### src/rtl/spi_master16_if.sv
// Word handshake and SPI pin bundle for spi_master16.
// The master modport is the initiator's view; the slave modport is the
// view of whatever feeds words in and sits on the far end of the wires.
interface spi_master16_if;
   logic [15:0] tx_data;
   logic        tx_valid;
   logic        tx_ready;
   logic [15:0] rx_data;
   logic        rx_valid;
   logic        busy;
   logic        spi_cs_n;
   logic        spi_sck;
   logic        spi_mosi;
   logic        spi_miso;

   modport master (
      input  tx_data, tx_valid, spi_miso,
      output tx_ready, rx_data, rx_valid, busy, spi_cs_n, spi_sck, spi_mosi
   );

   modport slave (
      output tx_data, tx_valid, spi_miso,
      input  tx_ready, rx_data, rx_valid, busy, spi_cs_n, spi_sck, spi_mosi
   );
endinterface

### src/rtl/spi_master16.sv
// spi_master16: 16-bit SPI initiator, mode 0, MSB first.
// A word accepted on the valid/ready handshake is clocked out on MOSI while
// the word arriving on MISO is collected and presented with a one-cycle
// rx_valid pulse. Every output comes straight from a register.
module spi_master16 #(
   parameter int CLKSPEED = 48_000_000,
   parameter int SCK_FREQ = 1_000_000
) (
   input  logic           clk,
   input  logic           rst,
   spi_master16_if.master bus
);
   // Half-period of SCK in clk cycles.
   localparam int H  = CLKSPEED / (2 * SCK_FREQ);
   localparam int CW = (H > 1) ? $clog2(H) : 1;
   localparam logic [CW-1:0] CNT_LAST = CW'(H - 1);

   generate
      if (H < 1) begin : g_bad_h
         $fatal(1, "spi_master16: CLKSPEED/(2*SCK_FREQ) must be at least 1");
      end
   endgenerate

   typedef enum logic [2:0] {
      IDLE,
      SETUP,
      SHIFT,
      HOLD,
      GAP
   } state_t;

   state_t        r_state, w_state_next;
   logic [CW-1:0] r_cnt, w_cnt_next;
   logic [3:0]    r_bit, w_bit_next;
   logic [15:0]   r_tx_sh, w_tx_sh_next;
   logic [15:0]   r_rx_sh, w_rx_sh_next;
   logic [15:0]   r_rx_data, w_rx_data_next;
   logic          r_rx_valid, w_rx_valid_next;
   logic          r_tx_ready, w_tx_ready_next;
   logic          r_busy, w_busy_next;
   logic          r_cs_n, w_cs_n_next;
   logic          r_sck, w_sck_next;

   logic          w_last;
   logic [CW-1:0] w_cnt_adv;

   // The counter wraps at H-1, which is exactly when a state or SCK phase
   // changes, so wrapping doubles as "cleared on each state change".
   assign w_last    = (r_cnt == CNT_LAST);
   assign w_cnt_adv = w_last ? '0 : r_cnt + 1'b1;

   // Next-state and next-output logic for the frame sequencer.
   always_comb begin
      w_state_next    = r_state;
      w_cnt_next      = r_cnt;
      w_bit_next      = r_bit;
      w_tx_sh_next    = r_tx_sh;
      w_rx_sh_next    = r_rx_sh;
      w_rx_data_next  = r_rx_data;
      w_rx_valid_next = 1'b0;
      w_cs_n_next     = r_cs_n;
      w_sck_next      = r_sck;

      unique case (r_state)
         IDLE: begin
            w_cnt_next = '0;
            if (bus.tx_valid) begin
               // MOSI is the top bit of the tx shifter, so bit15 appears
               // together with the falling chip select.
               w_state_next = SETUP;
               w_tx_sh_next = bus.tx_data;
               w_rx_sh_next = '0;
               w_bit_next   = '0;
               w_cs_n_next  = 1'b0;
               w_sck_next   = 1'b0;
            end
         end
         SETUP: begin
            w_cnt_next = w_cnt_adv;
            if (w_last) begin
               // First rising edge: MISO is captured on the same clk edge.
               w_state_next = SHIFT;
               w_sck_next   = 1'b1;
               w_rx_sh_next = {r_rx_sh[14:0], bus.spi_miso};
            end
         end
         SHIFT: begin
            w_cnt_next = w_cnt_adv;
            if (w_last) begin
               if (r_sck) begin
                  w_sck_next = 1'b0;
                  if (r_bit == 4'd15) begin
                     // Last falling edge: leave bit0 on MOSI through HOLD.
                     w_state_next = HOLD;
                  end else begin
                     w_bit_next   = r_bit + 4'd1;
                     w_tx_sh_next = {r_tx_sh[14:0], 1'b0};
                  end
               end else begin
                  w_sck_next   = 1'b1;
                  w_rx_sh_next = {r_rx_sh[14:0], bus.spi_miso};
               end
            end
         end
         HOLD: begin
            w_cnt_next = w_cnt_adv;
            if (w_last) begin
               w_state_next    = GAP;
               w_cs_n_next     = 1'b1;
               w_tx_sh_next    = '0;
               w_rx_data_next  = r_rx_sh;
               w_rx_valid_next = 1'b1;
            end
         end
         GAP: begin
            w_cnt_next = w_cnt_adv;
            if (w_last) begin
               w_state_next = IDLE;
            end
         end
         default: begin
            w_state_next = IDLE;
            w_cnt_next   = '0;
         end
      endcase

      w_tx_ready_next = (w_state_next == IDLE);
      w_busy_next     = (w_state_next != IDLE);
   end

   // State and output registers; reset drops any frame in flight.
   always_ff @(posedge clk) begin
      if (rst) begin
         r_state    <= IDLE;
         r_cnt      <= '0;
         r_bit      <= '0;
         r_tx_sh    <= '0;
         r_rx_sh    <= '0;
         r_rx_data  <= '0;
         r_rx_valid <= 1'b0;
         r_tx_ready <= 1'b1;
         r_busy     <= 1'b0;
         r_cs_n     <= 1'b1;
         r_sck      <= 1'b0;
      end else begin
         r_state    <= w_state_next;
         r_cnt      <= w_cnt_next;
         r_bit      <= w_bit_next;
         r_tx_sh    <= w_tx_sh_next;
         r_rx_sh    <= w_rx_sh_next;
         r_rx_data  <= w_rx_data_next;
         r_rx_valid <= w_rx_valid_next;
         r_tx_ready <= w_tx_ready_next;
         r_busy     <= w_busy_next;
         r_cs_n     <= w_cs_n_next;
         r_sck      <= w_sck_next;
      end
   end

   assign bus.tx_ready = r_tx_ready;
   assign bus.rx_data  = r_rx_data;
   assign bus.rx_valid = r_rx_valid;
   assign bus.busy     = r_busy;
   assign bus.spi_cs_n = r_cs_n;
   assign bus.spi_sck  = r_sck;
   assign bus.spi_mosi = r_tx_sh[15];
endmodule
### src/flat_wrapper.sv
// flat-port wrapper written by rule: the top's interface ports become plain ports
module spi_master16_flat 
#(
   parameter int CLKSPEED = 48_000_000,
   parameter int SCK_FREQ = 1_000_000
)
  (clk, rst, bus_tx_data, bus_tx_valid, bus_spi_miso, bus_tx_ready, bus_rx_data, bus_rx_valid, bus_busy, bus_spi_cs_n, bus_spi_sck, bus_spi_mosi);
  spi_master16_if bus_i ();
  input  logic clk;
  input  logic rst;
  input wire logic [$bits(bus_i.tx_data)-1:0] bus_tx_data;
  input wire logic [$bits(bus_i.tx_valid)-1:0] bus_tx_valid;
  input wire logic [$bits(bus_i.spi_miso)-1:0] bus_spi_miso;
  output wire logic [$bits(bus_i.tx_ready)-1:0] bus_tx_ready;
  output wire logic [$bits(bus_i.rx_data)-1:0] bus_rx_data;
  output wire logic [$bits(bus_i.rx_valid)-1:0] bus_rx_valid;
  output wire logic [$bits(bus_i.busy)-1:0] bus_busy;
  output wire logic [$bits(bus_i.spi_cs_n)-1:0] bus_spi_cs_n;
  output wire logic [$bits(bus_i.spi_sck)-1:0] bus_spi_sck;
  output wire logic [$bits(bus_i.spi_mosi)-1:0] bus_spi_mosi;
  assign bus_i.tx_data = bus_tx_data;
  assign bus_i.tx_valid = bus_tx_valid;
  assign bus_i.spi_miso = bus_spi_miso;
  assign bus_tx_ready = bus_i.tx_ready;
  assign bus_rx_data = bus_i.rx_data;
  assign bus_rx_valid = bus_i.rx_valid;
  assign bus_busy = bus_i.busy;
  assign bus_spi_cs_n = bus_i.spi_cs_n;
  assign bus_spi_sck = bus_i.spi_sck;
  assign bus_spi_mosi = bus_i.spi_mosi;
  spi_master16 #(.CLKSPEED(CLKSPEED), .SCK_FREQ(SCK_FREQ)) u_core (.clk(clk), .rst(rst), .bus(bus_i));
endmodule
### config.mk
export PLATFORM = sky130hd
export DESIGN_NAME = spi_master16_flat
export DESIGN_NICKNAME = d
export VERILOG_FILES = /design/src/rtl/spi_master16_if.sv /design/src/rtl/spi_master16.sv /design/src/flat_wrapper.sv
export SDC_FILE = /design/constraint.sdc
export NUM_CORES = 1
export LEC_CHECK = 0
export BUFFER_PORTS_ARGS = -buffer_cell sky130_fd_sc_hd__buf_2
export CORE_ASPECT_RATIO = 1.25
export CORE_MARGIN = 2
export CORE_UTILIZATION = 60
export DETAILED_ROUTE_END_ITERATION = 16
export PLACE_DENSITY_LB_ADDON = 0.12
export SYNTH_ARGS = -nofsm -noshare
export SYNTH_HDL_FRONTEND = slang
export SYNTH_SLANG_ARGS = --single-unit
### constraint.sdc
create_clock -name clk -period 3.6 [get_ports clk]
set_input_delay 0.54 -clock clk [delete_from_list [all_inputs] [get_ports clk]]
set_output_delay 0.54 -clock clk [all_outputs]
set_load 0.02 [all_outputs]
==> results_tabular.tex, run 1 <==
\begin{tabular}{lr}
\hline
Metric & Value \\
\hline
\multicolumn{2}{l}{\textbf{Run status}} \\
Run status & completed \\
\multicolumn{2}{l}{\textbf{Yosys}} \\
Share of Yosys cell area claimed by the top area cell type & 0.458 \\
Ys flop type & dfxtp\_1 \\
Main combinational cell family by area after synthesis & simple AND/OR/NAND/NOR gates \\
Area of the mapped netlist & between 0.002 and 0.003 sq mm \\
Proportion of synthesized area in mux cells & 0.116 \\
Net count after synthesis & 350 \\
Simple-Gate Fraction of Synth Area & 0.225 \\
Share of async-settable or async-resettable flops after synthesis & 0 \\
Share of synthesized cell area in full adder, half adder and majority cells & 0.00881 \\
Yosys warnings & 0 \\
Count of mapped cells out of synthesis & roughly 330 \\
Main area contributors after synthesis & dfxtp\_1, nand2\_1, mux2i\_1 \\
Synth Area in Compound Gates & 0.129 \\
Number of enable flip-flop cells after synthesis & 0 \\
Syn Area/Cell & 8.66 sq um \\
Yosys reg bits & between 60 and 70 \\
Post-synth top area cell & dfxtp\_1 \\
Number of distinct library cells after synthesis & 44 \\
Parity-gate share of the synthesized area counting xor and xnor cells & 0.0123 \\
Part of the Yosys area used for sequential elements & 0.458 \\
\multicolumn{2}{l}{\textbf{STA}} \\
Final Hold Vio Count & 0 \\
Max Fclk & 415 MHz \\
Layout Skew & 5.82 ps \\
Slew headroom & 0.386 \\
Crit path time final & approximately 2400 ps \\
Slew at the pin with the worst max-slew slack & 915 ps \\
Fraction of the cycle the final worst path needs & 0.670 \\
Total setup violations reported at the end of the flow & 0 \\
Unrepaired setup endpoints after global routing & false \\
Final total negative setup slack & 0 ps \\
Number of pins with negative max-slew slack in the final report & 0 \\
\multicolumn{2}{l}{\textbf{Worst setup path}} \\
FF-to-FF setup slack & $\sim$1200 ps \\
CP Data Arrival Time & $\sim$2700 ps \\
Startpoint type of the worst setup path & register \\
Critical register-to-register path startpoint & u\_core.r\_state[1]\$\_SDFF\_PP0\_ \\
CP Class & register to register \\
Critical Path Source & u\_core.r\_state[1]\$\_SDFF\_PP0\_ \\
Element type at the critical path end & register \\
Largest fanout on the critical path & 19 \\
Critical path required time & between 3000 and 4000 ps \\
\multicolumn{2}{l}{\textbf{Clock tree}} \\
Clock transition time at the flip-flop clock pins of the worst setup and hold paths & 60 ps \\
Clock tree from TritonCTS & yes \\
Worst skew pair latency & 330 ps \\
Maximum level of the CTS H-tree & 3 \\
Count of buffers added by post-CTS timing repair for setup & 0 \\
Cell at the root of the clock tree & clkbuf\_8 \\
Quantity of gates resized following cts & 0 \\
TritonCTS Buffers & 9 \\
TritonCTS sink count & 65 \\
Number of buffers inserted by hold repair at cts & 0 \\
Number of buffers on the longest clock path & 2 \\
\multicolumn{2}{l}{\textbf{Global route}} \\
First-pass GRT wire length & 9.23 mm \\
Maximum number of pins on one net before global-route repair & 27 \\
Via count of the first global-routing pass & 2,093 \\
Global route total overflow & 0 \\
Total routing resource utilization after global routing & 0.228 \\
Number of antenna violations at the first check in global routing & 0 \\
\multicolumn{2}{l}{\textbf{Final layout}} \\
Diode count & 0 \\
Most used cells in the layout excluding fill and tap cells & nand2\_1, dfxtp\_1, buf\_2 \\
Reg area & 0.00130 sq mm \\
Final design area excluding fillers & about 0.0032 sq mm \\
Final design utilization & 0.677 \\
Fraction of final layout cells with drive strength greater than 1 & 0.167 \\
Commonest non-fill, non-tap cell in the layout & nand2\_1 \\
Combined area of the multi-input logic cells & 0.00140 sq mm \\
FILL cells & 401 \\
Signed area change from the synthesized netlist to the final layout & 11.1\% \\
Final Net Count & 380 \\
\multicolumn{2}{l}{\textbf{Floorplanning}} \\
Die area & 0.00531 sq mm \\
Std-Cell Core Area & 0.00466 sq mm \\
Die H & 80.9 um \\
Placement row count & 28 \\
I/O pin cnt & 42 \\
Horiz. Die Dim & 65.6 um \\
Starting density of the core & 0.610 \\
\multicolumn{2}{l}{\textbf{Routing}} \\
Vias per std cell & 5.46 \\
Drt initial violations & between 90 and 100 \\
Wire length per cell after detailed routing & 12.8 um \\
Count of antenna-violating nets left after detailed routing & 0 \\
Drt drc & 0 \\
Total detailed-routing wirelength & 5.38 mm \\
Pre-Repair DR Iteration Count & 4 \\
Vias & about 2,300 \\
\multicolumn{2}{l}{\textbf{Power and ir drop}} \\
Power density cells & 437 mW/mm\^{}2 \\
Peak ir drop on the vdd network & 0.374 mV \\
Static leakage power & 1.38 nW \\
\multicolumn{2}{l}{\textbf{Min path}} \\
Hold\_sp & u\_core.r\_cnt[0]\$\_SDFF\_PP0\_ \\
Worst min-delay path category & register to register \\
\multicolumn{2}{l}{\textbf{Placement}} \\
Placed cell areas & 0.00301 sq mm \\
Post-DP HPWL & 3.50 mm \\
Last weighted congestion value of the routability-driven placer & 0.788 \\
IO buf count & 41 \\
\multicolumn{2}{l}{\textbf{Job}} \\
Max-cap violations & 0 \\
\hline
\end{tabular}
[final timing paths]
kind,to,cells past startpoint
max,u_core.r_bit[2]$_SDFFE_PP0P_,4
min,u_core.r_cnt[0]$_SDFF_PP0_,1
max reg2reg,u_core.r_bit[2]$_SDFFE_PP0P_,4
min reg2reg,u_core.r_cnt[0]$_SDFF_PP0_,1
[synth_stat cells (all sizes together), types with 3 or more instances]
cell type,number
a21oi,19
a22o,15
buf,10
clkbuf,14
dfxtp,65
inv,3
mux2i,33
nand2,106
nand3,4
nor2,11
nor3,5
nor3b,3
o21ai,5
[cell type report]
cell class / instances / area share
Multi-Input combinational cell: 236 / 0.443
Timing Repair Buffer: 43 / 0.0698
Inverter: 3 / 0.00357
Clock buffer: 12 / 0.0460
Clock inverter: 1 / 0.00159
Tap cell: 60 / 0.0238
Sequential cell: 65 / 0.412
[registers in the layout (all words and copies together), names as in the netlist]
signal and cells:
u_core.bus.rx_data 16, u_core.r_tx_sh 16, u_core.bus.rx_valid 1, u_core.bus.tx_ready 1
u_core.r_cnt 5, u_core.bus.spi_cs_n 1, u_core.bus.busy 1, u_core.bus.spi_sck 1
u_core.r_state 3, u_core.r_bit 4, u_core.r_rx_sh 16
[metal layers]
metal / share of wire / vias up / global-route usage
li1: - / 1172 / -
met1: 0.46 / 1058 / 0.268
met2: 0.47 / 55 / 0.385
met3: 0.052 / 9 / 0.0693
met4: 0.017 / 0 / 0.100
met5: 0 / - / 0
[where the power goes]
group          switching [W]  total [W]  internal (W)
Combinational      0.0000661   0.000120     0.0000539
Sequential         0.0000160   0.000759      0.000742
Clock               0.000245   0.000501      0.000256
Total               0.000327    0.00138       0.00105
[worst max-delay path, stage by stage (launching register included)]
cell	delay [ps]
dfxtp_1	660
nor3b_4	750
a31oi_1	330
or4b_1	540
nand2_1	80
[cells by family (layout without fill, tap and decap cells)]
family / Yosys count / in the layout
and+or+nand+nor: 144 / 144
DFF: 65 / 65
AOI/OAI and AO/OA: 53 / 53
muxes: 33 / 33
buffers and inverters: 27 / 59
xor gates and xnor gates: 4 / 4
adders and majority gates: 2 / 2
[per-stage QoR]
stage | hold slack (ps) | power (W) | cells | worst slack, ps
floorplan | 418 | 0.000871 | 328 | 1810
detailed placement | 442 | 0.000894 | 407 | 1220
global route | 475 | 0.00144 | 420 | 1030
global placement | 430 | 0.000892 | 407 | 1300
CTS | 433 | 0.00140 | 420 | 1220
finish | 446 | 0.00138 | 420 | 1190
Power figures use the tool's default switching activity.
==> inputs of run 2 (changes only) <==
--- a/config.mk
+++ b/config.mk
@@ -8,7 +8,7 @@
 export BUFFER_PORTS_ARGS = -buffer_cell sky130_fd_sc_hd__buf_2
 export CORE_ASPECT_RATIO = 1.25
 export CORE_MARGIN = 2
-export CORE_UTILIZATION = 60
+export CORE_UTILIZATION = 51
 export DETAILED_ROUTE_END_ITERATION = 16
 export PLACE_DENSITY_LB_ADDON = 0.12
 export SYNTH_ARGS = -nofsm -noshare
==> constraint.sdc (replaced) <==
create_clock -name clk -period 2.2 [get_ports clk]
set_input_delay 0.33 -clock clk [delete_from_list [all_inputs] [get_ports clk]]
set_output_delay 0.33 -clock clk [all_outputs]
set_load 0.02 [all_outputs]
==> results_tabular.tex, run 2 (synthesis results as in run 1) <==
\begin{tabular}{lr}
\hline
Metric & Value \\
\hline
\multicolumn{2}{l}{\textbf{Run status}} \\
Run status & completed \\
\multicolumn{2}{l}{\textbf{Routing}} \\
Total detailed-routing wirelength & 5.65 mm \\
Count of antenna-violating nets left after detailed routing & 0 \\
Drt initial violations & 78 \\
Uppermost layer routed & met4 \\
Wire length on met1 & 2.59 mm \\
Vias per std cell & 5.37 \\
Vias & 2,342 \\
Wire length per cell after detailed routing & 13.0 um \\
Drt drc & 0 \\
Pre-Repair DR Iteration Count & 4 \\
Routed met3 length & 168 um \\
DR WL met2 & 2.78 mm \\
\multicolumn{2}{l}{\textbf{Global route}} \\
Maximum number of pins on one net before global-route repair & 28 \\
Number of antenna violations at the first check in global routing & 0 \\
Total routing resource utilization after global routing & 0.193 \\
First-pass GRT wire length & between 9 and 10 mm \\
Global route total overflow & 0 \\
Via count of the first global-routing pass & 2,141 \\
\multicolumn{2}{l}{\textbf{Clock tree}} \\
Count of buffers added by post-CTS timing repair for setup & 0 \\
Clock transition time at the flip-flop clock pins of the worst setup and hold paths & 70 ps \\
Maximum level of the CTS H-tree & 3 \\
Number of buffers on the longest clock path & 2 \\
TritonCTS sink count & 65 \\
Number of buffers inserted by hold repair at cts & 0 \\
Worst skew pair latency & 340 ps \\
Clock tree from TritonCTS & yes \\
Cell at the root of the clock tree & clkbuf\_8 \\
TritonCTS Buffers & 9 \\
Quantity of gates resized following cts & 0 \\
\multicolumn{2}{l}{\textbf{STA}} \\
Slew headroom & 0.648 \\
Crit path time final & 1940 ps \\
Number of pins with negative max-slew slack in the final report & 0 \\
Final total negative setup slack & 0 ps \\
Fraction of the cycle the final worst path needs & 0.883 \\
Total setup violations reported at the end of the flow & 0 \\
Unrepaired setup endpoints after global routing & false \\
Layout Skew & 11.5 ps \\
Max Fclk & 514 MHz \\
Slew at the pin with the worst max-slew slack & around 530 ps \\
Final Hold Vio Count & 0 \\
\multicolumn{2}{l}{\textbf{Floorplanning}} \\
Starting density of the core & 0.526 \\
Die H & slightly below 90 um \\
Horiz. Die Dim & 70.8 um \\
Placement row count & 30 \\
Die area & between 0.006 and 0.007 sq mm \\
Std-Cell Core Area & 0.00541 sq mm \\
I/O pin cnt & 42 \\
\multicolumn{2}{l}{\textbf{Power and ir drop}} \\
Static leakage power & between 1 and 1.5 nW \\
Power density cells & 794 mW/mm\^{}2 \\
Peak ir drop on the vdd network & 0.453 mV \\
\multicolumn{2}{l}{\textbf{Min path}} \\
Min-Delay Path Depth & 3 \\
Hold-critical path endpoint & u\_core.r\_rx\_sh[0]\$\_SDFFE\_PP0P\_ \\
Hold\_sp & bus\_spi\_miso \\
Worst min-delay path category & input pin to register \\
\multicolumn{2}{l}{\textbf{Worst setup path}} \\
Largest fanout on the critical path & 16 \\
WP buf/inv & 1 \\
Element type at the critical path end & register \\
Critical Path Source & u\_core.r\_cnt[0]\$\_SDFF\_PP0\_ \\
RR Endpoint & u\_core.r\_tx\_sh[5]\$\_SDFFE\_PP0P\_ \\
Longest individual stage delay on the worst path & approximately 400 ps \\
FF-to-FF setup slack & 260 ps \\
Critical path's slowest cell & and4b\_1 \\
Critical register-to-register path startpoint & u\_core.r\_cnt[0]\$\_SDFF\_PP0\_ \\
Startpoint type of the worst setup path & register \\
Length in cells of the worst reg-to-reg path & 6 \\
CP Data Arrival Time & $\sim$2200 ps \\
CP Class & register to register \\
Cell-by-cell trace of the critical path & ha\_1 > and4b\_1 > nand3b\_1 > a221o\_1 > buf\_4 > mux2i\_1 \\
Critical path required time & 2400 ps \\
Delay-heaviest family, CP & simple AND/OR/NAND/NOR gates \\
\multicolumn{2}{l}{\textbf{Final layout}} \\
Most used cells in the layout excluding fill and tap cells & nand2\_1, dfxtp\_1, buf\_2 \\
Final instance count without filler cells & 436 \\
Commonest non-fill, non-tap cell in the layout & nand2\_1 \\
Fraction of final layout cells with drive strength greater than 1 & 0.196 \\
Final Net Count & approximately 400 \\
FILL cells & just over 500 \\
Diode count & 0 \\
Final design utilization & 0.613 \\
Signed area change from the synthesized netlist to the final layout & 16.6\% \\
\multicolumn{2}{l}{\textbf{Placement}} \\
Last weighted congestion value of the routability-driven placer & 0.737 \\
Post-DP HPWL & 3.77 mm \\
IO buf count & a little over 40 \\
Post-placement cell count & 420 \\
\multicolumn{2}{l}{\textbf{Job}} \\
Max-cap violations & 0 \\
\hline
\end{tabular}
run 2: cell types whose count changed in the layout (fill, tap and decap cells not counted), sizes merged:
cell and delta:
buf +9, bufinv +3, clkbuf -1, clkinv +1
run 2: routing by layer:
metal | up-vias | GRT usage
met5 | - | 0
met2 | 34 | 0.332
met3 | 9 | 0.0336
li1 | 1188 | -
met1 | 1111 | 0.227
met4 | 0 | 0.108
run 2: how the worst max path moves through the flow:
stage	end	slack [ps]	cells after the start
after global routing	u_core.r_tx_sh[5]$_SDFFE_PP0P_	130	6
after detailed placement	u_core.r_rx_sh[11]$_SDFFE_PP0P_	170	5
after floorplan	u_core.r_tx_sh[0]$_SDFFE_PP0P_	410	8
after CTS	u_core.r_rx_sh[11]$_SDFFE_PP0P_	160	5
after global placement	u_core.r_rx_sh[12]$_SDFFE_PP0P_	220	5
final	u_core.r_tx_sh[5]$_SDFFE_PP0P_	260	6
run 2: through the flow:
step                      power, W  cell area, sq um  hold slack (ps)  setup WS (ps)
after floorplan            0.00143              2840              418            411
after global placement     0.00147              3080              431            218
after detailed placement   0.00147              3080              444            166
after CTS                  0.00267              3310              219            162
after global routing       0.00274              3310              227            133
final                      0.00263              3310              234            256
run 2: final cells by class:
class	instances	area, sq um	share of cell area
Multi-Input combinational cell	236	1400	0.422
Sequential cell	65	1300	0.393
Timing Repair Buffer	52	288	0.0868
Clock buffer	11	131	0.0396
Clock inverter	5	104	0.0313
Tap cell	64	80.1	0.0242
Inverter	3	11.3	0.00340
run 2: where the power goes:
part	internal, W	total (W)	switching [W]
sequential	0.00121	0.00124	0.0000229
combinational	0.0000923	0.000205	0.000113
clock	0.000754	0.00119	0.000434
total	0.00206	0.00263	0.000570
run 2: worst reg2reg max path, cell delays in order (launching register included):
cell      delay, ps
dfxtp_1         350
ha_1            240
and4b_1         410
nand3b_1        120
a221o_1         330
buf_4           230
mux2i_1         150
==> inputs of run 3 (changes only) <==
--- a/config.mk
+++ b/config.mk
@@ -8,9 +8,9 @@
 export BUFFER_PORTS_ARGS = -buffer_cell sky130_fd_sc_hd__buf_2
 export CORE_ASPECT_RATIO = 1.25
 export CORE_MARGIN = 2
-export CORE_UTILIZATION = 51
+export CORE_UTILIZATION = 60
 export DETAILED_ROUTE_END_ITERATION = 16
-export PLACE_DENSITY_LB_ADDON = 0.12
+export PLACE_DENSITY = 0.92
 export SYNTH_ARGS = -nofsm -noshare
 export SYNTH_HDL_FRONTEND = slang
 export SYNTH_SLANG_ARGS = --single-unit
==> constraint.sdc (replaced) <==
create_clock -name clk -period 2.4 [get_ports clk]
set_input_delay 0.36 -clock clk [delete_from_list [all_inputs] [get_ports clk]]
set_output_delay 0.36 -clock clk [all_outputs]
set_load 0.02 [all_outputs]
==> results_tabular.tex, run 3 (synthesis results as in run 1) <==
\begin{tabular}{lr}
\hline
Metric & Value \\
\hline
\multicolumn{2}{l}{\textbf{Clock tree}} \\
Worst skew pair latency & 350 ps \\
Clock tree from TritonCTS & yes \\
Maximum level of the CTS H-tree & 3 \\
Quantity of gates resized following cts & 0 \\
TritonCTS Buffers & 9 \\
Cell at the root of the clock tree & clkbuf\_8 \\
Number of buffers on the longest clock path & 2 \\
Number of buffers inserted by hold repair at cts & 0 \\
Clock transition time at the flip-flop clock pins of the worst setup and hold paths & 60 ps \\
TritonCTS sink count & between 60 and 70 \\
Count of buffers added by post-CTS timing repair for setup & 0 \\
\multicolumn{2}{l}{\textbf{Global route}} \\
Maximum number of pins on one net before global-route repair & 43 \\
Total routing resource utilization after global routing & 0.242 \\
Global route total overflow & 0 \\
Number of antenna violations at the first check in global routing & 0 \\
First-pass GRT wire length & roughly 10 mm \\
Via count of the first global-routing pass & 2,274 \\
\multicolumn{2}{l}{\textbf{Final layout}} \\
Final design area excluding fillers & between 0.003 and 0.004 sq mm \\
Final instance count without filler cells & 427 \\
Final Net Count & slightly below 400 \\
FILL cells & 359 \\
Final design utilization & 0.691 \\
Reg area & 0.00130 sq mm \\
Diode count & 0 \\
Signed area change from the synthesized netlist to the final layout & 13.3\% \\
Commonest non-fill, non-tap cell in the layout & nand2\_1 \\
Fraction of final layout cells with drive strength greater than 1 & 0.183 \\
Combined area of the multi-input logic cells & 0.00140 sq mm \\
Most used cells in the layout excluding fill and tap cells & nand2\_1, dfxtp\_1, buf\_2 \\
\multicolumn{2}{l}{\textbf{Placement}} \\
Last weighted congestion value of the routability-driven placer & 0.830 \\
Post-placement cell count & around 400 \\
Post-DP HPWL & 3.86 mm \\
IO buf count & 41 \\
Placed cell areas & 0.00304 sq mm \\
\multicolumn{2}{l}{\textbf{Floorplanning}} \\
Die H & 80.9 um \\
Std-Cell Core Area & 0.00466 sq mm \\
I/O pin cnt & 42 \\
Die area & 0.00531 sq mm \\
Horiz. Die Dim & 65.6 um \\
Starting density of the core & 0.610 \\
Placement row count & 28 \\
\multicolumn{2}{l}{\textbf{STA}} \\
Fraction of the cycle the final worst path needs & 0.906 \\
Final total negative setup slack & 0 ps \\
Slew at the pin with the worst max-slew slack & 899 ps \\
Max Fclk & 460 MHz \\
Final Hold Vio Count & 0 \\
Crit path time final & 2170 ps \\
Number of pins with negative max-slew slack in the final report & 0 \\
Total setup violations reported at the end of the flow & 0 \\
Slew headroom & 0.401 \\
Layout Skew & 8.24 ps \\
Unrepaired setup endpoints after global routing & false \\
\multicolumn{2}{l}{\textbf{Run status}} \\
Run status & completed \\
\multicolumn{2}{l}{\textbf{Min path}} \\
Hold-critical path endpoint & u\_core.r\_rx\_sh[0]\$\_SDFFE\_PP0P\_ \\
Worst min-delay path category & input pin to register \\
Hold\_sp & bus\_spi\_miso \\
Min-Delay Path Depth & 3 \\
\multicolumn{2}{l}{\textbf{Worst setup path}} \\
CP Class & register to register \\
Startpoint type of the worst setup path & register \\
FF-to-FF setup slack & 230 ps \\
CP Data Arrival Time & 2360 ps \\
Element type at the critical path end & register \\
Critical register-to-register path startpoint & u\_core.r\_cnt[0]\$\_SDFF\_PP0\_ \\
Length in cells of the worst reg-to-reg path & 5 \\
Critical path required time & approximately 2600 ps \\
Largest fanout on the critical path & 16 \\
RR Endpoint & u\_core.r\_tx\_sh[1]\$\_SDFFE\_PP0P\_ \\
\multicolumn{2}{l}{\textbf{Job}} \\
Max-cap violations & 0 \\
\multicolumn{2}{l}{\textbf{Routing}} \\
Count of antenna-violating nets left after detailed routing & 0 \\
Total detailed-routing wirelength & 5.96 mm \\
Drt drc & 0 \\
Pre-Repair DR Iteration Count & 4 \\
Vias & 2,371 \\
Drt initial violations & around 170 \\
Vias per std cell & about 5.6 \\
Wire length per cell after detailed routing & between 10 and 15 um \\
\multicolumn{2}{l}{\textbf{Power and ir drop}} \\
Power density cells & 679 mW/mm\^{}2 \\
Peak ir drop on the vdd network & 0.452 mV \\
Static leakage power & 1.42 nW \\
\hline
\end{tabular}
run 3: cell count changes in the layout (fill, tap and decap cells not counted), sizes merged:
cell,previous run,this run
bufinv,3,1
buf,52,48
clkinv,2,3
run 3: per-stage QoR:
step / total power (W) / setup WS (ps) / hold WS (ps)
2_1_floorplan: 0.00131 / 611 / 418
3_3_place_gp: 0.00134 / 302 / 431
3_5_place_dp: 0.00135 / 232 / 442
4_1_cts: 0.00220 / 227 / 249
5_1_grt: 0.00227 / 54.7 / 243
6_report: 0.00219 / 226 / 253
run 3: routing by layer:
metal  wire length, um  global-route usage  vias up
met5                 0                   0        -
met4               148               0.127        0
met3               371              0.0789       20
met2              2960               0.407       75
met1              2480               0.272     1095
li1                  -                   -     1181
run 3: layout make-up:
class,count,area share
Multi-Input combinational cell,236,0.434
Clock inverter,4,0.0140
Timing Repair Buffer,48,0.0801
Clock buffer,11,0.0408
Sequential cell,65,0.404
Tap cell,60,0.0233
Inverter,3,0.00350
run 3: worst max-delay path by stage:
stage,startpoint,slack (ps),to
3_5_place_dp,u_core.r_cnt[0]$_SDFF_PP0_,230,u_core.r_tx_sh[6]$_SDFFE_PP0P_
5_1_grt,u_core.r_cnt[0]$_SDFF_PP0_,50,u_core.r_tx_sh[1]$_SDFFE_PP0P_
6_report,u_core.r_cnt[0]$_SDFF_PP0_,230,u_core.r_tx_sh[1]$_SDFFE_PP0P_
3_3_place_gp,u_core.r_cnt[0]$_SDFF_PP0_,300,u_core.r_tx_sh[10]$_SDFFE_PP0P_
4_1_cts,u_core.r_cnt[0]$_SDFF_PP0_,230,u_core.r_tx_sh[1]$_SDFFE_PP0P_
2_1_floorplan,u_core.r_cnt[0]$_SDFF_PP0_,610,u_core.r_tx_sh[0]$_SDFFE_PP0P_
run 3: power breakdown:
part / leakage, nW / switching, W / internal, W
sequential: 0.528 / 0.0000227 / 0.00111
clock: 0.0929 / 0.000395 / 0.000469
combinational: 0.799 / 0.000103 / 0.0000840
run 3: critical path, cell delays in order, from the launching register on:
cell and delay, ps:
dfxtp_1 350, ha_1 260, and4b_1 390, nand2_1 90, a221o_1 700, mux2i_1 230
